<file path="config.mk">
export PLATFORM = sky130hd
export DESIGN_NAME = permutation_sequencer
export DESIGN_NICKNAME = d
export VERILOG_FILES = /design/src/rtl/permutation_sequencer.sv
export SDC_FILE = /design/constraint.sdc
export NUM_CORES = 1
export LEC_CHECK = 0
export ABC_AREA = 1
export CORE_MARGIN = 10
export CORE_UTILIZATION = 53
export DETAILED_ROUTE_END_ITERATION = 10
export PLACE_DENSITY = 0.84
export SLEW_MARGIN = 10
export SYNTH_ARGS = -nofsm -noshare
export SYNTH_HDL_FRONTEND = slang
export SYNTH_SLANG_ARGS = --single-unit
</file>
<file path="constraint.sdc">
create_clock -name clk_i -period 4.65 [get_ports clk_i]
set_input_delay 0.93 -clock clk_i [delete_from_list [all_inputs] [get_ports clk_i]]
set_output_delay 0.93 -clock clk_i [all_outputs]
set_load 0.02 [all_outputs]
</file>
<file path="src/rtl/permutation_sequencer.sv">
// permutation_sequencer
// Control sequencer for the hypervector permutation unit. Accepts one n-gram
// command and emits one step per item (version index + inverse select) to the
// permutation datapath. Holds no vector data.
//
// Handshake rules (both interfaces):
//   - A transfer happens on a rising clock edge where valid and ready are both 1.
//   - Once step_valid_o is high it stays high, and every step_* output holds its
//     value, until the transfer completes. The one exception is abort_i: it
//     withdraws step_valid_o on the next edge, even in the middle of a stall.
//   - cmd_ready_o is high only in IDLE. It is combinationally forced low while
//     abort_i is high, so a command offered in an abort cycle is not accepted.
//   - No other output depends combinationally on any input.

module permutation_sequencer #(
  parameter int NUM_VERSIONS = 4,
  parameter int MAX_STEPS    = 16,
  parameter int VER_W        = (NUM_VERSIONS > 1) ? $clog2(NUM_VERSIONS) : 1,
  parameter int LEN_W        = $clog2(MAX_STEPS + 1)
) (
  input  logic             clk_i,
  input  logic             rst_i,
  // command interface
  input  logic             cmd_valid_i,
  output logic             cmd_ready_o,
  input  logic [LEN_W-1:0] cmd_len_i,
  input  logic [VER_W-1:0] cmd_version_i,
  input  logic             cmd_inverse_i,
  input  logic             cmd_incr_i,
  input  logic             abort_i,
  // step interface
  output logic             step_valid_o,
  input  logic             step_ready_i,
  output logic [VER_W-1:0] step_version_o,
  output logic             step_inverse_o,
  output logic [LEN_W-1:0] step_idx_o,
  output logic             step_first_o,
  output logic             step_last_o,
  // completion
  output logic             done_o,
  output logic             error_o,
  // debug: current FSM state (0 IDLE, 1 RUN, 2 DONE)
  output logic [1:0]       dbg_state_o
);

  typedef enum logic [1:0] {
    S_IDLE = 2'd0,
    S_RUN  = 2'd1,
    S_DONE = 2'd2
  } state_t;

  localparam int unsigned NV_U  = NUM_VERSIONS;
  localparam int unsigned MAX_U = MAX_STEPS;
  localparam logic [LEN_W-1:0] LEN_ONE = LEN_W'(1);
  localparam logic [VER_W-1:0] VER_ONE = VER_W'(1);

  state_t           state;
  logic [LEN_W-1:0] len_q;
  logic             incr_q;

  logic             cmd_illegal;
  logic             handshake;
  logic [LEN_W-1:0] idx_next;
  logic             last_next;
  logic [VER_W-1:0] ver_wrap;

  // Command legality, next-step index/marker and wrapped version.
  always_comb begin
    cmd_illegal = (cmd_len_i == '0)
               || (32'(cmd_len_i) > MAX_U)
               || (32'(cmd_version_i) >= NV_U);
    handshake   = step_valid_o && step_ready_i;
    idx_next    = step_idx_o + LEN_ONE;
    last_next   = (idx_next == (len_q - LEN_ONE));
    ver_wrap    = (32'(step_version_o) == (NV_U - 1)) ? '0 : (step_version_o + VER_ONE);
  end

  // Command acceptance is the only input-to-output combinational path.
  assign cmd_ready_o = (state == S_IDLE) && !abort_i;
  assign dbg_state_o = state;

  // Sequencer FSM with registered step and completion outputs.
  always_ff @(posedge clk_i) begin
    if (rst_i) begin
      state          <= S_IDLE;
      len_q          <= '0;
      incr_q         <= 1'b0;
      step_valid_o   <= 1'b0;
      step_version_o <= '0;
      step_inverse_o <= 1'b0;
      step_idx_o     <= '0;
      step_first_o   <= 1'b0;
      step_last_o    <= 1'b0;
      done_o         <= 1'b0;
      error_o        <= 1'b0;
    end else if (abort_i) begin
      // Cancel whatever is in flight; no completion pulse.
      state          <= S_IDLE;
      step_valid_o   <= 1'b0;
      step_version_o <= '0;
      step_inverse_o <= 1'b0;
      step_idx_o     <= '0;
      step_first_o   <= 1'b0;
      step_last_o    <= 1'b0;
      done_o         <= 1'b0;
      error_o        <= 1'b0;
    end else begin
      case (state)
        S_IDLE: begin
          done_o  <= 1'b0;
          error_o <= 1'b0;
          if (cmd_valid_i) begin
            len_q  <= cmd_len_i;
            incr_q <= cmd_incr_i;
            if (cmd_illegal) begin
              // Report straight away; the datapath never sees a step.
              state   <= S_DONE;
              done_o  <= 1'b1;
              error_o <= 1'b1;
            end else begin
              state          <= S_RUN;
              step_valid_o   <= 1'b1;
              step_version_o <= cmd_version_i;
              step_inverse_o <= cmd_inverse_i;
              step_idx_o     <= '0;
              step_first_o   <= 1'b1;
              step_last_o    <= (cmd_len_i == LEN_ONE);
            end
          end
        end

        S_RUN: begin
          if (handshake) begin
            if (step_last_o) begin
              state          <= S_DONE;
              done_o         <= 1'b1;
              error_o        <= 1'b0;
              step_valid_o   <= 1'b0;
              step_version_o <= '0;
              step_inverse_o <= 1'b0;
              step_idx_o     <= '0;
              step_first_o   <= 1'b0;
              step_last_o    <= 1'b0;
            end else begin
              step_idx_o   <= idx_next;
              step_first_o <= 1'b0;
              step_last_o  <= last_next;
              if (incr_q) begin
                step_version_o <= ver_wrap;
              end
            end
          end
        end

        S_DONE: begin
          // done_o/error_o were raised on entry; drop them after one cycle.
          state   <= S_IDLE;
          done_o  <= 1'b0;
          error_o <= 1'b0;
        end

        default: begin
          state <= S_IDLE;
        end
      endcase
    end
  end

  // A stalled step holds all of its fields until consumed or aborted.
  a_step_hold: assert property (
    @(posedge clk_i) disable iff (rst_i)
    (step_valid_o && !step_ready_i && !abort_i)
      |=> (step_valid_o && $stable(step_version_o) && $stable(step_inverse_o)
           && $stable(step_idx_o) && $stable(step_first_o) && $stable(step_last_o))
  );

  // Commands are only offered as accepted from IDLE.
  a_ready_idle: assert property (
    @(posedge clk_i) disable iff (rst_i)
    cmd_ready_o |-> (state == S_IDLE)
  );

  // Completion never overlaps an outstanding step.
  a_done_no_step: assert property (
    @(posedge clk_i) disable iff (rst_i)
    done_o |-> !step_valid_o
  );

endmodule
</file>
==> results.md, run 1 <==
- Vias in the first global route: 1304
- Setup Viol. Count Final: 0
- Worst Tran Pin Value: 0.535 ns
- # port buffers: 29
- Chip width: 69.3 um
- Antenna violations before repair: 0
- Share of layout cells above drive strength 1: 8.56%
- Avg Vias per Cell: 5.26
- Max-cap violation count: 0
- Post-Syn Instances: 191
- Post-CTS Setup Inserts: 0
- Post-cts gate resize count: 0
- Hold_buf cts: 0
- GR Overflow Total: 0
- Largest net degree at the start of global routing: 13
- Yosys reg bits: 21
- Peak supply drop: 0.000175 V
- Relative slew margins: 64.2%
- Worst-path fanout max: 2
- Upper clock frequency limit: 324 MHz
- Initial drt markers: 94
- Synth Warn #: 0
- Worst Hold Class: register to register
- Via count: 1315
- Tot Pwr: 0.415 mW
- # rows: 17
- WHS: 0.474 ns
- Leakage: 0.696 nW
- CTS tree: yes
- Worst Skew: 0.00133 ns
- Root buf cell: clkbuf_4
- Synth-to-Final Area Change: 26.2%
- N_diodes: 0
- Mapped cell area: 0.00129 mm2
- Core area: 0.00225 mm2
- DIE AREA: 0.00480 mm2
- CP Launch Type: input port
- H-tree level count: 1
- Final ANT Viol Nets: 0
- Power Density: 255 mW/mm2
- Initial Utilization: 57.1%
- Final Cycle Share: 66.4%
- WP data required: 3.72 ns
- Final WL: 3190 um
- I/O pin count: 30
- CTS buffer count: 3
- Clk_lat worst skew: 0.29 ns
- Filler instances: 200
- Global-route wire length before repair: 5620 um
- Final Critical Period: 3.09 ns
- Syn nets: 211
- Setup_tns: 0 ns
- Clock tree buffer depth: 2
- Yosys cell types: 29
- Critical path endpoint category: output pin
- Number of remaining DRC errors: 0
- Layout Nets: 243
- CTS Sinks: 21
- Sequential share of the synthesized area: 32.7%
- Hold Vio Cnt, Final: 0
- Avg WL per Cell: 12.7 um
- Crit Path Class: input port to output pin
- Gpl congestion: 0.868
- Slew Limit Fails: 0
- Outcome: complete, no violations
- Placed cell count: 246
- Post-Syn Area per Cell: 6.74 um2
- Final std cells w/o fill: 250
- Worst-path clk slew: 0.12 ns
- Unrepaired setup endpoints after global routing: no
- Gr usage total: 13.1%
- DRT Pass-1 Iters: 4
- Hpwl dp: 2560 um
- Arr. time, crit path: 2.16 ns
- Die Y: 69.3 um
-- through the flow --
stage / worst slack [ns] / utilization, % / area, um2
floorplan: 2.47 / - / 1290
global placement: 1.61 / 70.9 / 1600
detailed placement: 1.57 / 70.9 / 1600
CTS: 1.56 / 72.1 / 1630
global route: 1.52 / 72.1 / 1630
finish: 1.56 / 72.1 / 1630
-- layout make-up --
cell class | instances | area [um2] | share of cell area (%)
Clock buffer | 3 | 22.5 | 1.39
Clock inverter | 1 | 5.00 | 0.308
Inverter | 27 | 101 | 6.24
Multi-Input combinational cell | 141 | 751 | 46.2
Sequential cell | 21 | 420 | 25.9
Tap cell | 28 | 35.0 | 2.16
Timing Repair Buffer | 29 | 290 | 17.9
-- report_power, final --
| part | total, mW | internal, mW | switching (mW) |
|---|---|---|---|
| Sequential | 0.200 | 0.190 | 0.00935 |
| Clock | 0.0867 | 0.0320 | 0.0547 |
| Combinational | 0.129 | 0.0528 | 0.0761 |
-- synth_stat cells --
| cell | number | area share, % |
|---|---|---|
| dfxtp_1 | 21 | 33 |
| inv_2 | 1 | 0.29 |
| nand3b_1 | 1 | 0.58 |
| ha_1 | 6 | 5.8 |
| clkbuf_1 | 1 | 0.29 |
| or2_1 | 1 | 0.49 |
| o211ai_1 | 1 | 0.58 |
| a21oi_2 | 1 | 0.68 |
| a21oi_1 | 18 | 7.0 |
| a31oi_1 | 1 | 0.49 |
| nor2_2 | 5 | 2.4 |
| nor3_1 | 1 | 0.39 |
| a22o_1 | 1 | 0.68 |
| nand3_1 | 14 | 5.4 |
| nand2_2 | 3 | 1.5 |
| nor3_4 | 1 | 1.3 |
| o31ai_1 | 1 | 0.58 |
| inv_1 | 25 | 7.3 |
| nand2_4 | 1 | 0.87 |
| nand4_1 | 11 | 5.3 |
| o21ai_1 | 2 | 0.78 |
| o21ai_0 | 8 | 3.1 |
| or2_2 | 1 | 0.49 |
| buf_6 | 1 | 0.87 |
| nand2_1 | 48 | 14 |
| nor3_2 | 1 | 0.78 |
| nor2_1 | 13 | 3.8 |
| clkinv_1 | 1 | 0.29 |
| a21oi_4 | 1 | 1.3 |
-- sequential cells by signal (all words and copies together), names as in the netlist --
name and count:
dbg_state_o 2, done_o 1, incr_q 1, step_idx_o 5
step_inverse_o 1, step_valid_o 1, step_first_o 1, step_version_o 2
len_q 5, error_o 1, step_last_o 1
-- layout by cell type (no fill, tap or decap), drive strengths merged --
cell type      Yosys  routed
a31oi              1       1
a21oi             20      20
nand3             14      14
o211ai             1       1
nand4             11      11
a22o               1       1
o31ai              1       1
nor3               3       3
inv               26      26
ha                 6       6
nand3b             1       1
dfxtp             21      21
nor2              18      18
or2                2       2
clkbuf             1       3
clkdlybuf4s50      0      29
nand2             52      52
o21ai             10      10
clkinv             1       2
-- critical path, stage by stage --
cell and delay (ns):
clkdlybuf4s50_1 0.42, nor2_1 0.16, clkdlybuf4s50_1 0.65
-- logic make-up after synthesis --
| kind of cell | after synthesis | synth area share [%] |
|---|---|---|
| AOI/OAI and AO/OA | 34 | 15.2 |
| adders and majority gates | 6 | 5.83 |
| buffers and inverters | 29 | 9.04 |
| DFF | 21 | 32.7 |
| and+or+nand+nor | 101 | 37.3 |
-- metal layers --
metal / track usage [%] / wire, um
met4: 3.10 / 18
met2: 23.2 / 1550
met1: 14.4 / 1370
met3: 4.42 / 247
met5: 0 / 0
-- path summary, 6_finish.rpt --
| path | from | to | slack [ns] | depth (start not counted) |
|---|---|---|---|---|
| min | step_inverse_o | step_inverse_o | 0.47 | 2 |
| max reg2reg | dbg_state_o[1] | step_idx_o[0] | 2.75 | 8 |
| max | abort_i | cmd_ready_o | 1.56 | 3 |
| min reg2reg | step_inverse_o | step_inverse_o | 0.47 | 2 |
Power figures use the tool's default switching activity.
==> run 2, diff against run 1 <==
--- a/config.mk
+++ b/config.mk
@@ -6,10 +6,11 @@
 export NUM_CORES = 1
 export LEC_CHECK = 0
 export ABC_AREA = 1
+export CORE_ASPECT_RATIO = 0.5
 export CORE_MARGIN = 10
-export CORE_UTILIZATION = 53
+export CORE_UTILIZATION = 49
 export DETAILED_ROUTE_END_ITERATION = 10
-export PLACE_DENSITY = 0.84
+export PLACE_DENSITY = 0.79
 export SLEW_MARGIN = 10
 export SYNTH_ARGS = -nofsm -noshare
 export SYNTH_HDL_FRONTEND = slang
==> constraint.sdc (replaced) <==
create_clock -name clk_i -period 3.1 [get_ports clk_i]
set_input_delay 0.62 -clock clk_i [delete_from_list [all_inputs] [get_ports clk_i]]
set_output_delay 0.62 -clock clk_i [all_outputs]
set_load 0.02 [all_outputs]
==> run 2 against run 1 <==
- first-iteration DRC count down 22%
- hold slack worse by 0.012 ns
- total power rose by 62%
- non-clock buffer count did not move
- sequential cell count is the same
- global-route usage decreased by 1.1 points
- sequential share of layout area down 0.45 points
- clock-buffer cell count up 1
- critical path type unchanged
- largest cell class unchanged
==> results.md, run 2 (same netlist as run 1, synthesis figures left out) <==
- Worst-path clk slew: 0.07 ns
- Leakage: 0.701 nW
- Reg2reg start: dbg_state_o[1]
- CP Buf/Inv Count: 2
- Peak supply drop: 0.000221 V
- Layout Nets: 243
- GR Overflow Total: 0
- Unrepaired setup endpoints after global routing: no
- DIE AREA: 0.00520 mm2
- CTS buffer count: 3
- N_diodes: 0
- Biggest regs: len_q: 5 flops, step_idx_o: 5 flops
- Crit path capture: cmd_ready_o
- DRT Pass-1 Iters: 4
- Hold Vio Cnt, Final: 0
- Avg Vias per Cell: 5.17
- Worst reg2reg setup slack: 1.28 ns
- Power Density: 406 mW/mm2
- Most frequent cells in the layout: nand2_1 (48), clkdlybuf4s50_1 (29), inv_1 (25)
- Initial drt markers: 73
- Global-route wire length before repair: 5240 um
- Die Y: 56.2 um
- Synth-to-Final Area Change: 28.5%
- Final Cycle Share: 79.3%
- CTS Sinks: 21
- Hpwl dp: 2550 um
- I/O pin count: 30
- Vias in the first global route: 1201
- Setup Viol. Count Final: 0
- Worst Hold Class: register to register
- Clk_lat worst skew: 0.26 ns
- # port buffers: 29
- Fin area: 0.00165 mm2
- Reg2reg path depth: 8
- Most common cell after layout, fill and taps aside: nand2_1
- WHS: 0.462 ns
- Cell family with most CP delay: buffers and inverters
- Worst-path fanout max: 2
- Share of layout cells above drive strength 1: 8.11%
- Avg WL per Cell: 12.3 um
- Slowest-stage cell, CP: clkdlybuf4s50_1
- # rows: 13
- Upper clock frequency limit: 407 MHz
- Filler instances: 252
- H-tree level count: 1
- Post-cts gate resize count: 0
- Final ANT Viol Nets: 0
- Cell Area, Placed: 0.00161 mm2
- CP most frequent cell: clkdlybuf4s50_1
- Worst slack, placed: 0.641 ns
- Outcome: complete, no violations
- Initial Utilization: 50.4%
- Relative slew margins: 63.0%
- CP Launch Type: input port
- Largest net degree at the start of global routing: 13
- Worst Skew: 0.00861 ns
- Final WL: 3180 um
- Max stage delay on crit path: 0.65 ns
- Core area: 0.00255 mm2
- Worst Tran Pin Value: 0.553 ns
- Number of remaining DRC errors: 0
- Arr. time, crit path: 1.84 ns
- Util after Layout: 64.8%
- Slew Limit Fails: 0
- Root buf cell: clkbuf_8
- Setup_tns: 0 ns
- Post-CTS Setup Inserts: 0
- Final Critical Period: 2.46 ns
- Crit Path Class: input port to output pin
- Critical path endpoint category: output pin
- Antenna violations before repair: 0
- Gr usage total: 12.0%
- Hold_buf cts: 0
- Crit-path cells: clkdlybuf4s50_1 > nor2_1 > clkdlybuf4s50_1
- Chip width: 92.5 um
- Post-route setup slack: 0.641 ns
- CTS tree: yes
- Crit Reg-Reg Endpoint: step_idx_o[0]
- Max-cap violation count: 0
- Gpl congestion: 0.814
- CP Launch Point: abort_i
- Via count: 1339
- Critical Path Stages: 3
- WP data required: 2.48 ns
- Clock tree buffer depth: 2
## run 2: changes by cell type in the layout (fill, tap and decap cells not counted)
cell | before | now
clkbuf_4 | 3 | 0
clkbuf_1 | 0 | 1
clkinv_2 | 1 | 0
clkbuf_8 | 0 | 3
## run 2: worst register-to-register path, stage by stage (launching register included)
cell,delay (ns)
dfxtp_1,0.38
inv_1,0.08
ha_1,0.26
inv_2,0.17
a21oi_4,0.07
nor3_4,0.26
nand2_2,0.24
o21ai_0,0.21
a21oi_1,0.05
## run 2: metrics by stage
step / instances / power (mW)
after floorplan: 191 / 0.435
after global placement: 255 / 0.491
after detailed placement: 255 / 0.497
after CTS: 259 / 0.678
after global routing: 259 / 0.713
final: 259 / 0.672
## run 2: worst min-delay path by stage
| stage | from | end | depth (start not counted) |
|---|---|---|---|
| after CTS | step_first_o | step_first_o | 2 |
| after floorplan | incr_q | incr_q | 2 |
| final | step_first_o | step_first_o | 2 |
| after detailed placement | step_first_o | step_first_o | 2 |
| after global placement | incr_q | incr_q | 2 |
| after global routing | incr_q | incr_q | 2 |
## run 2: routing by layer
| metal | GRT usage, % | vias to the layer above | part of all wire (%) |
|---|---|---|---|
| li1 | - | 701 | - |
| met1 | 13.2 | 600 | 43 |
| met2 | 21.3 | 34 | 50 |
| met3 | 3.90 | 4 | 5.5 |
| met4 | 3.71 | 0 | 1.0 |
| met5 | 0 | - | 0 |
## run 2: power breakdown
part / total, mW / leakage [nW] / internal, mW / switching [mW]
Sequential: 0.299 / 0.171 / 0.285 / 0.0137
Clock: 0.181 / 0.0228 / 0.0916 / 0.0893
Combinational: 0.192 / 0.506 / 0.0790 / 0.113
## run 2: final cells by class
cell class / count / area [um2] / area share [%]
inverters: 27 / 101 / 6.13
flip-flops and latches: 21 / 420 / 25.4
multi-input cells: 141 / 751 / 45.4
well taps: 37 / 46.3 / 2.80
clock buffers: 4 / 45.0 / 2.72
repair buffers: 29 / 290 / 17.5
==> run 3, diff against run 2 <==
==> constraint.sdc (replaced) <==
create_clock -name clk_i -period 2.3 [get_ports clk_i]
set_input_delay 0.46 -clock clk_i [delete_from_list [all_inputs] [get_ports clk_i]]
set_output_delay 0.46 -clock clk_i [all_outputs]
set_load 0.02 [all_outputs]
==> run 3 against run 2 <==
- sequential share of layout area decreased by 0.15 points
- combinational power increased by 34%
- die area unchanged
==> results.md, run 3 (same netlist as run 1, synthesis figures left out) <==
- Worst-path fanout max: 8
- Upper clock frequency limit: 536 MHz
- CP Buf/Inv Count: 1
- Via count: 1316
- Reg2reg path depth: 8
- Hold_buf cts: 0
- DIE AREA: 0.00520 mm2
- Crit Path Class: register to output pin
- Initial drt markers: 52
- Vias in the first global route: 1155
- WP data required: 1.84 ns
- Power Density: 542 mW/mm2
- Hold depth: 2
- Worst slack, placed: 0.194 ns
- Cell family with most CP delay: buffers and inverters
- Final ANT Viol Nets: 0
- Gpl congestion: 0.822
- Die Y: 56.2 um
- GR Overflow Total: 0
- # port buffers: 29
- Unrepaired setup endpoints after global routing: no
- Clk_lat worst skew: 0.26 ns
- Max-cap violation count: 0
- Largest net degree at the start of global routing: 13
- Synth-to-Final Area Change: 29.3%
- Hpwl dp: 2410 um
- Crit Reg-Reg Endpoint: step_idx_o[4]
- Layout Nets: 244
- Worst Tran Pin Value: 0.334 ns
- CP Launch Type: register
- Core area: 0.00255 mm2
- Final Critical Period: 1.87 ns
- I/O pin count: 30
- Worst Skew: 0.00780 ns
- Setup_tns: 0 ns
- Most frequent cells in the layout: nand2_1 (48), clkdlybuf4s50_1 (28), inv_1 (25)
- Reg2reg start: dbg_state_o[1]
- Worst Hold Class: register to register
- Post-route setup slack: 0.433 ns
- Final WL: 3090 um
- Root buf cell: clkbuf_8
- Hold Vio Cnt, Final: 0
- Hold_sp: len_q[4]
- Chip width: 92.5 um
- CTS Sinks: 21
- CTS buffer count: 3
- Setup Viol. Count Final: 0
- Leakage: 0.716 nW
- Max stage delay on crit path: 0.66 ns
- Relative slew margins: 77.7%
- Number of remaining DRC errors: 0
- Clock tree buffer depth: 2
- CTS tree: yes
- Antenna violations before repair: 0
- Peak supply drop: 0.000244 V
- H-tree level count: 1
- Avg WL per Cell: 11.9 um
- Crit-path cells: clkdlybuf4s50_1
- Gr usage total: 11.5%
- Most common cell after layout, fill and taps aside: nand2_1
- Critical path endpoint category: output pin
- Slowest-stage cell, CP: clkdlybuf4s50_1
- Biggest regs: len_q: 5 flops, step_idx_o: 5 flops
- Initial Utilization: 50.4%
- Global-route wire length before repair: 5040 um
- Slew Limit Fails: 0
- Share of layout cells above drive strength 1: 8.52%
- # rows: 13
- Worst reg2reg setup slack: 0.47 ns
- DRT Pass-1 Iters: 4
- N_diodes: 0
- Post-CTS Setup Inserts: 0
- Hold path endpoint: len_q[4]
- Avg Vias per Cell: 5.06
- Final Cycle Share: 81.2%
- Arr. time, crit path: 1.41 ns
- Worst-path clk slew: 0.08 ns
- Outcome: complete, no violations
run 3: changes by cell type in the layout (fill, tap and decap cells not counted), sizes merged:
cell           delta
buf               +1
dlymetal6s2s      +1
clkdlybuf4s50     -1
run 3: worst max path at each step:
stage                               from             to  slack, ns  cells past startpoint
after global routing      dbg_state_o[1]  step_idx_o[0]       0.25                      8
after detailed placement         abort_i    cmd_ready_o       0.19                      3
after CTS                 dbg_state_o[1]    cmd_ready_o       0.07                      5
after global placement           abort_i    cmd_ready_o       0.21                      3
after floorplan           dbg_state_o[1]         incr_q       0.57                      8
final                      step_idx_o[0]  step_idx_o[0]       0.43                      1
run 3: per-layer routing:
metal,part of all wire [%],track usage (%),routed length [um]
met1,45,13.4,1390
met5,0,0,0
met3,5.9,4.31,182
met2,48,19.3,1480
met4,0.97,3.28,30
run 3: cell type report:
| type | count | area (um2) |
|---|---|---|
| tap | 37 | 46.3 |
| clock buffer | 4 | 45.0 |
| fill | 233 | 890 |
| inverter | 27 | 101 |
| sequential | 21 | 420 |
| timing repair buffer | 30 | 300 |
| multi-input combinational | 141 | 751 |
run 3: repair_timing:
action,in CTS,in global routing
gates resized for setup,0,1
endpoints found under the setup margin,0,1
hold endpoints to repair,0,0
run 3: worst register-to-register path: stages (launching register included):
cell and delay (ns):
dfxtp_1 0.37, inv_1 0.07, ha_1 0.27, inv_2 0.17, a21oi_4 0.06, nor3_4 0.26
nand2_2 0.24, o21ai_0 0.22, a21oi_1 0.05
run 3: where the power goes:
group / internal [mW] / switching (mW) / total, mW
clock: 0.123 / 0.119 / 0.243
sequential: 0.385 / 0.0178 / 0.402
combinational: 0.107 / 0.150 / 0.258
total: 0.615 / 0.287 / 0.903
run 3: metrics by stage:
step                area (um2)  std cells  total power [mW]  util, %  hold slack (ns)
finish                    1660        260             0.903     65.2            0.470
global route              1660        260             0.963     65.2            0.492
CTS                       1660        260             0.914     65.1            0.472
detailed placement        1620        256             0.667     63.3            0.458
global placement          1620        256             0.663     63.3            0.452
floorplan                 1290        191             0.586        -            0.429
